<file path="config.mk">
export PLATFORM = sky130hd
export DESIGN_NAME = my_mac_acc_lanes
export DESIGN_NICKNAME = d
export VERILOG_FILES = /design/src/rtl/my_mac_pkg.sv /design/src/rtl/my_mac_lane.sv /design/src/rtl/my_mac_acc_lanes.sv
export SDC_FILE = /design/constraint.sdc
export NUM_CORES = 2
export LEC_CHECK = 0
export CAP_MARGIN = 20
export CORE_UTILIZATION = 25
export DETAILED_ROUTE_END_ITERATION = 10
export SYNTH_ARGS = -nofsm -noshare
export SYNTH_HDL_FRONTEND = slang
export SYNTH_SLANG_ARGS = --single-unit
export TNS_END_PERCENT = 1
</file>
<file path="constraint.sdc">
create_clock -name clock -period 16.9 [get_ports clock]
set_clock_uncertainty 0.15 [all_clocks]
set_input_delay 3.38 -clock clock [delete_from_list [all_inputs] [get_ports clock]]
set_output_delay 3.38 -clock clock [all_outputs]
set_load 0.05 [all_outputs]
</file>
<file path="src/rtl/my_mac_pkg.sv">
// Shared constants and arithmetic helpers for the multi-lane MAC engine.
// sat_add works on sign-extended wide operands so one body serves any accumulator width.
package my_mac_pkg;

  localparam int DEF_DATA_W = 16;
  localparam int DEF_ACC_W  = 40;
  localparam int DEF_LANES  = 4;
  localparam int DEF_PIPE   = 2;
  localparam int DEF_CNT_W  = 16;
  localparam int MAX_W      = 128;

  typedef logic signed [MAX_W-1:0] wide_t;

  function automatic int lane_lsb(input int lane, input int w);
    return lane * w;
  endfunction

  // Operands must already be sign-extended w-bit values, so the wide sum never wraps
  // and a range test is equivalent to the classic sign-based overflow rule.
  function automatic wide_t sat_add(input wide_t a, input wide_t b, input int w,
                                    input logic sat, output logic ovf);
    wide_t hi;
    wide_t lo;
    wide_t s;
    hi  = (wide_t'(1) <<< (w - 1)) - wide_t'(1);
    lo  = ~hi;
    s   = a + b;
    ovf = (s > hi) || (s < lo);
    if (ovf && sat)
      s = (s > hi) ? hi : lo;
    return s;
  endfunction

endpackage

</file>
<file path="src/rtl/my_mac_lane.sv">
// One MAC lane: product pipeline, accumulator with optional saturation and sticky
// overflow, and the result register loaded by the shared load_out strobe.
module my_mac_lane
  import my_mac_pkg::*;
#(
  parameter int DATA_W = DEF_DATA_W,
  parameter int ACC_W  = DEF_ACC_W,
  parameter int PIPE   = DEF_PIPE,
  parameter int SAT    = 1
) (
  input  logic                     clk,
  input  logic                     srst,
  input  logic                     en,
  input  logic signed [DATA_W-1:0] a,
  input  logic signed [DATA_W-1:0] b,
  input  logic                     tap_valid,
  input  logic                     tap_first,
  input  logic                     load_out,
  output logic signed [ACC_W-1:0]  result,
  output logic                     ovf
);

  logic signed [2*DATA_W-1:0] mult;
  logic signed [ACC_W-1:0]    prod_q [PIPE];
  logic signed [ACC_W-1:0]    prod_d [PIPE];
  logic signed [ACC_W-1:0]    acc_q, acc_d;
  logic signed [ACC_W-1:0]    result_q, result_d;
  logic signed [ACC_W-1:0]    sum_val;
  logic                       sum_ovf;
  logic                       ovf_acc_q, ovf_acc_d;
  logic                       ovf_q, ovf_d;

  assign mult = a * b;

  always_comb begin
    for (int i = 0; i < PIPE; i++)
      prod_d[i] = prod_q[i];
    if (en) begin
      prod_d[0] = ACC_W'(mult);
      for (int i = 1; i < PIPE; i++)
        prod_d[i] = prod_q[i-1];
    end
  end

  // The output register takes the accumulator one cycle after its final update.
  always_comb begin
    sum_val   = ACC_W'(sat_add(wide_t'(acc_q), wide_t'(prod_q[PIPE-1]), ACC_W,
                               SAT != 0, sum_ovf));
    acc_d     = acc_q;
    ovf_acc_d = ovf_acc_q;
    if (en && tap_valid) begin
      if (tap_first) begin
        acc_d     = prod_q[PIPE-1];
        ovf_acc_d = 1'b0;
      end else begin
        acc_d     = sum_val;
        ovf_acc_d = ovf_acc_q | sum_ovf;
      end
    end
    result_d = result_q;
    ovf_d    = ovf_q;
    if (load_out) begin
      result_d = acc_q;
      ovf_d    = ovf_acc_q;
    end
  end

  always_ff @(posedge clk) begin
    if (srst) begin
      for (int i = 0; i < PIPE; i++)
        prod_q[i] <= '0;
      acc_q     <= '0;
      ovf_acc_q <= 1'b0;
      result_q  <= '0;
      ovf_q     <= 1'b0;
    end else begin
      for (int i = 0; i < PIPE; i++)
        prod_q[i] <= prod_d[i];
      acc_q     <= acc_d;
      ovf_acc_q <= ovf_acc_d;
      result_q  <= result_d;
      ovf_q     <= ovf_d;
    end
  end

  assign result = result_q;
  assign ovf    = ovf_q;

endmodule

</file>
<file path="src/rtl/my_mac_acc_lanes.sv">
// Multi-lane signed MAC with valid/ready handshake; one result beat per first..last vector.
// Holds the sideband pipe, term counter and output flag; lanes do the arithmetic.
module my_mac_acc_lanes
  import my_mac_pkg::*;
#(
  parameter int DATA_W = DEF_DATA_W,
  parameter int ACC_W  = DEF_ACC_W,
  parameter int LANES  = DEF_LANES,
  parameter int PIPE   = DEF_PIPE,
  parameter int SAT    = 1,
  parameter int CNT_W  = DEF_CNT_W
) (
  input  logic                    clock,
  input  logic                    reset,
  input  logic                    ivalid,
  output logic                    oready,
  input  logic                    first,
  input  logic                    last,
  input  logic [LANES*DATA_W-1:0] datainA,
  input  logic [LANES*DATA_W-1:0] datainB,
  output logic                    ovalid,
  input  logic                    iready,
  output logic [LANES*ACC_W-1:0]  dataout,
  output logic [LANES-1:0]        ovf,
  output logic [CNT_W-1:0]        count
);

  logic [PIPE-1:0]  vld_q, vld_d;
  logic [PIPE-1:0]  first_q, first_d;
  logic [PIPE-1:0]  last_q, last_d;
  logic [CNT_W-1:0] cnt_q, cnt_d;
  logic [CNT_W-1:0] count_q, count_d;
  logic             load_q, load_d;
  logic             ovalid_q, ovalid_d;
  logic             en;
  logic             load_out;

  // A pending result that downstream refuses freezes the entire pipe.
  assign oready = !(ovalid_q && !iready);
  assign en     = oready;

  always_comb begin
    vld_d   = vld_q;
    first_d = first_q;
    last_d  = last_q;
    if (en) begin
      vld_d[0]   = ivalid;
      first_d[0] = first;
      last_d[0]  = last;
      for (int i = 1; i < PIPE; i++) begin
        vld_d[i]   = vld_q[i-1];
        first_d[i] = first_q[i-1];
        last_d[i]  = last_q[i-1];
      end
    end

    cnt_d = cnt_q;
    if (en && vld_q[PIPE-1])
      cnt_d = first_q[PIPE-1] ? CNT_W'(1) : ((&cnt_q) ? cnt_q : cnt_q + 1'b1);

    load_d = load_q;
    if (en)
      load_d = vld_q[PIPE-1] && last_q[PIPE-1];

    load_out = en && load_q;
    count_d  = load_out ? cnt_q : count_q;
    ovalid_d = load_out ? 1'b1 : (iready ? 1'b0 : ovalid_q);
  end

  always_ff @(posedge clock) begin
    if (reset) begin
      vld_q    <= '0;
      first_q  <= '0;
      last_q   <= '0;
      cnt_q    <= '0;
      count_q  <= '0;
      load_q   <= 1'b0;
      ovalid_q <= 1'b0;
    end else begin
      vld_q    <= vld_d;
      first_q  <= first_d;
      last_q   <= last_d;
      cnt_q    <= cnt_d;
      count_q  <= count_d;
      load_q   <= load_d;
      ovalid_q <= ovalid_d;
    end
  end

  for (genvar gi = 0; gi < LANES; gi++) begin : g_lane
    my_mac_lane #(
      .DATA_W (DATA_W),
      .ACC_W  (ACC_W),
      .PIPE   (PIPE),
      .SAT    (SAT)
    ) u_lane (
      .clk       (clock),
      .srst      (reset),
      .en        (en),
      .a         (datainA[lane_lsb(gi, DATA_W) +: DATA_W]),
      .b         (datainB[lane_lsb(gi, DATA_W) +: DATA_W]),
      .tap_valid (vld_q[PIPE-1]),
      .tap_first (first_q[PIPE-1]),
      .load_out  (load_out),
      .result    (dataout[lane_lsb(gi, ACC_W) +: ACC_W]),
      .ovf       (ovf[gi])
    );
  end

  assign ovalid = ovalid_q;
  assign count  = count_q;

endmodule

</file>
### Yosys cells after proc, flatten, opt, wreduce, memory -nomap -nowiden

Memory sizes are Yosys's and may differ from the RTL's.
Index checks and enable logic that the tools add are counted.

| word-level totals | value |
|---|---|
| bits in registers | 368 |
| memory bits (writable) | 320 |
| word-level logic and storage cells | 105 |
| memories | 4 |

| operators by class | value |
|---|---|
| add/sub/neg operators | 5 |
| $mul | 4 |
| order comparisons | 8 |
| eq/ne operators | 1 |
| multiplexer cells | 35 |
| bitwise logic cells | 12 |
| reduce and logical (&&, ||, !) cells | 13 |

Memories:

| memory | depth | bits a word | rd ports | clocked after memory_dff | wr ports | RTL line | RTL |
|---|---|---|---|---|---|---|---|
| g_lane[0].u_lane.prod_q | 2 | 40 | 2 | 0 | 2 | my_mac_lane.sv:24 | `logic signed [ACC_W-1:0] prod_q [PIPE];` |
| g_lane[1].u_lane.prod_q | 2 | 40 | 2 | 0 | 2 | my_mac_lane.sv:24 |  |
| g_lane[2].u_lane.prod_q | 2 | 40 | 2 | 0 | 2 | my_mac_lane.sv:24 |  |
| g_lane[3].u_lane.prod_q | 2 | 40 | 2 | 0 | 2 | my_mac_lane.sv:24 |  |

Operator list:

| kind | number |
|---|---|
| two-way mux 40 bit | 20 |
| two-way mux 80 bit | 4 |
| adder 40 x 40 -> 41 bit | 4 |
| > comparator 41 x 40 -> 1 bit, second input constant | 4 |
| < comparator 41 x 40 -> 1 bit, second input constant | 4 |
| multiplier 16 x 16 -> 32 bit | 4 |
| two-way mux 16 bit | 2 |
| adder 16 x 1 -> 16 bit, second input constant | 1 |
| AND reduction 16 bit | 1 |
| bitwise OR 1 bit | 12 |
| two-way mux 1 bit | 9 |
| logical AND 1 bit | 4 |
| logical OR 1 bit | 4 |
| zero test 1 bit | 2 |
| inequality test 2 bit, second input constant | 1 |
| AND reduction 2 bit | 1 |
| nonzero test 2 bit | 1 |

### Logic depth before layout (Yosys ltp)

An unclocked memory read counts as a cell.

| depth | value |
|---|---|
| word-level depth | 6 |
| depth in mapped cells | 25 |
| mapped depth without buffers | 24 |

### Cells and area by module

Synthesis repeated with hierarchy kept, for this count alone.

| unflattened totals | value |
|---|---|
| cells, all modules | 8344 |
| area total of the unflattened synthesis | 73067.6 sq um |

By module, submodules not included:

| module | times used | cells each | area each (sq um) | sequential area each (sq um) |
|---|---|---|---|---|
| my_mac_lane (g_lane[1].u_lane) | 1 | 2048 | 18017.3 | 2922.8 |
| my_mac_lane (g_lane[2].u_lane) | 1 | 2013 | 17915.9 | 2922.8 |
| my_mac_lane (g_lane[0].u_lane) | 1 | 2037 | 17699.5 | 2922.8 |
| my_mac_lane (g_lane[3].u_lane) | 1 | 2021 | 17677.0 | 2922.8 |
| my_mac_acc_lanes | 1 | 225 | 1757.9 | 800.8 |

### Worst setup path after synthesis

OpenSTA, ideal clock, no wires.

| timing | value |
|---|---|
| kind | input to register |
| from | input port datainA[31] |
| to | memory g_lane[1].u_lane.prod_q[0][39] (netlist bit) |
| arrival time | 9.312 ns |
| slack | 7.280 ns |
| cell stages on the path | 22 |
| cells stage by stage | clkbuf_1 > nand2_1 > inv_1 > fa_1 > fa_1 > fa_1 > fa_1 > fa_1 > inv_1 > fa_1 > inv_1 > ha_1 > and3_1 > and3_1 > inv_1 > nor4_1 > a32o_1 > o41ai_1 > o2111ai_1 > a31oi_1 > xnor2_1 > a21oi_1 |

RTL lines:

| item | RTL line | RTL |
|---|---|---|
| from (decl) | my_mac_acc_lanes.sv:19 | `input logic [LANES*DATA_W-1:0] datainA,` |
| to (decl) | my_mac_lane.sv:24 |  |

==> out/results.ini <==
[layout]
fin_area_sq_um = 80500
layout-drive-gt1-share_pct = 3.09
final_cells = 12300
fillers = 30400
nets = 10200
syn2layout_area_growth_pct = 13.1

[clock_tree]
clk-insertion-delay-late_ps = 730
numCtsBuffers = 76
cts_tree = done
clk_path_buf_depth = 3
cts-root-buf = clkbuf_16
clk_pin_slew_ps = 70
post_cts_resize_count = 0
post-cts-setup-buffers = 0
cts_num_sinks = 624
htree_levels = 3
hold_buffers = 0

[place]
post-dp-hpwl_um = 164000
routabilityCongestion = 0.885
place_area_sq_um = 77800
dp_slack_ps = 5930
dp_cells = 12200
io_buffers = 315

[setup_path]
crit_type = input pin to flip-flop
cp-startpoint = datainB[18]
cp_cell_sequence = clkdlybuf4s50_1 > nand2_1 > inv_1 > fa_1 > fa_1 > fa_1 > fa_1 > fa_1 > inv_1 > fa_1 > inv_1 > ha_1 > and3_1 > and3_1 > inv_1 > nor4_1 > a32o_1 > o41ai_1 > o2111ai_1 > a31oi_1 > xnor2_1 > a21oi_1
cp.arrival_ps = 10730
cp-start-kind = input pin
cpMostUsedCell = fa_1
cp.required_ps = 17320
critPathTopFamily = adder cells
crit_buf_inv = 5
critPathMaxFanout = 16
cp_slowest_stage_delay_ps = 950
cp-end-kind = flip-flop
critPathSlowestCell = clkdlybuf4s50_1
reg2reg_from = g_lane[0].u_lane.acc_q[0]

[die]
die-area_sq_um = 287000
initial_core_util_pct = 25.2
die_x_um = 535
core_area_sq_um = 283000
fp-row-count = 195
io_pins = 316
die_h_um = 535

[sta]
rsz0062_at_grt = no
holdWs_ps = 266
setup_viol = 0
setup_tns_ps = 0
tightest_slew_ps = 1130
min_period_over_period_pct = 61.0
min_period_ps = 10310
max_clock_freq_mhz = 97.0
hold_viol = 0
relSlewSlack_pct = 24.9
setup_slack_ps = 6590
slew_violations = 0

[routing]
route.detailed.drc = 0
vias_per_cell = 4.59
wl_per_cell_um = 17.1
dr_total_vias = 56500
drt_iter0_drc = 2854
dr.pass1.iters = 5
antenna_left = 0
totalWireLength_um = 211000

[worst_hold_path]
hp-start = g_lane[1].u_lane.acc_q[2]
hold_class = flip-flop to flip-flop

[synthesis]
netlist_area_sq_um = 71100
synth_top_area_cell = fa_1
synthArstFlopShare_pct = 0
syn_nets = 10200
ys.flop_type = dfxtp_1
synthDistinctLibCells = 102
yosysSeqAreaShare_pct = 17.6
synth_area_leaders = fa_1, dfxtp_1, ha_1
synth_commonest_cells = nand2_1, inv_1, fa_1
synth_top_area_share_pct = 29.6
ys_seq_elements = 624
synth_most_common_cell = nand2_1
yosysWarnings = 0
syn-mean-instance-area_sq_um = 8.39
syn_inst = 8482
synth_edf_count = 0

[pwr]
peakVddDrop_mv = 0.316
p_leak_nw = 35.7
powerDensity_nw_per_um2 = 229

[flow_run]
cap_violations = 0

[global_routing]
grt_usage_pct = 14.8
grt_pass1_vias = 57800
grt_max_degree = 154
grt_overflow = 0
grt_pass1_wl_um = 334000
antenna_found_initial = 4

[outcome]
status = finished, final reports clean

-- worst paths after layout --
kind | slack [ps] | depth (start not counted) | endpoint
min reg2reg | 270 | 2 | g_lane[1].u_lane.result[2]
max | 6590 | 22 | g_lane[1].u_lane.prod_q[0][39]
min | 270 | 2 | g_lane[1].u_lane.result[2]
max reg2reg | 12470 | 12 | g_lane[0].u_lane.ovf_acc_q
-- layout by cell type, fill, tap and decap left out, drive strengths merged, types with 55 or more instances in the layout --
| cell | Yosys | routed |
|---|---|---|
| nor3 | 102 | 102 |
| xnor2 | 185 | 185 |
| a21oi | 736 | 736 |
| o21a | 67 | 67 |
| a21o | 135 | 135 |
| xor2 | 88 | 88 |
| inv | 1229 | 1236 |
| fa | 1052 | 1052 |
| clkbuf | 363 | 96 |
| dfxtp | 624 | 624 |
| o21ai | 361 | 361 |
| clkdlybuf4s50 | 0 | 314 |
| nand2 | 1554 | 1554 |
| or3 | 55 | 55 |
| nor2 | 235 | 235 |
| nand3 | 70 | 70 |
| and2 | 509 | 509 |
| ha | 489 | 489 |
-- worst register-to-register path: cells and delay by family (launching register included) --
kind            cells  cell delay (ps)
compound gates      7             2510
fa+ha+maj           2              670
buf+inv             1               80
flops               1              380
simple gates        2              490
-- sequential cells by signal, summed over array words and instances (netlist names) --
| name | flops |
|---|---|
| first_q | 2 |
| g_lane.u_lane.ovf | 4 |
| g_lane.u_lane.ovf_acc_q | 4 |
| vld_q | 2 |
| count | 16 |
| load_q | 1 |
| cnt_q | 16 |
| g_lane.u_lane.acc_q | 160 |
| g_lane.u_lane.prod_q | 256 |
| last_q | 2 |
| ovalid | 1 |
| g_lane.u_lane.result | 160 |
-- logic make-up (layout without fill, tap and decap cells) --
logic type | count (synthesis) | after routing | synth area share [%]
other | 0 | 3 | 0
DFF | 624 | 624 | 17.6
AOI/OAI and AO/OA | 1658 | 1658 | 14.3
buffers and inverters | 1640 | 1721 | 8.79
xor gates and xnor gates | 273 | 273 | 3.36
muxes | 5 | 5 | 0.0704
and+or+nand+nor | 2741 | 2741 | 17.7
adders and majority gates | 1541 | 1541 | 38.2
-- routing by layer --
metal,track usage (%),up-vias,routed length [um]
li1,-,27200,-
met1,18.9,28000,92700
met2,24.9,1111,99700
met3,2.01,280,8790
met4,6.28,0,9350
met5,0,-,0
-- where the power goes --
| group | total (mW) | internal, mW | switching (mW) |
|---|---|---|---|
| Combinational | 14.8 | 6.51 | 8.24 |
| Sequential | 1.94 | 1.78 | 0.158 |
| Clock | 1.75 | 1.01 | 0.736 |
-- area by class of cell --
| type | instances | area, sq um | share of cell area [%] |
|---|---|---|---|
| Clock buffer | 96 | 2120 | 2.63 |
| Tap cell | 3743 | 4680 | 5.82 |
| Multi-Input combinational cell | 6218 | 52500 | 65.2 |
| Antenna cell | 3 | 7.51 | 0.00933 |
| Timing Repair Buffer | 358 | 3510 | 4.37 |
| Inverter | 1230 | 4630 | 5.75 |
| Clock inverter | 37 | 547 | 0.680 |
| Sequential cell | 624 | 12500 | 15.5 |
-- through the flow --
step | util [%] | power [mW]
2_1_floorplan | - | 13.6
3_3_place_gp | 27.5 | 16.8
3_5_place_dp | 27.5 | 16.8
4_1_cts | 28.5 | 18.7
5_1_grt | 28.5 | 20.9
6_report | 28.5 | 18.4
Note: power is estimated with default switching activity, not from simulation.
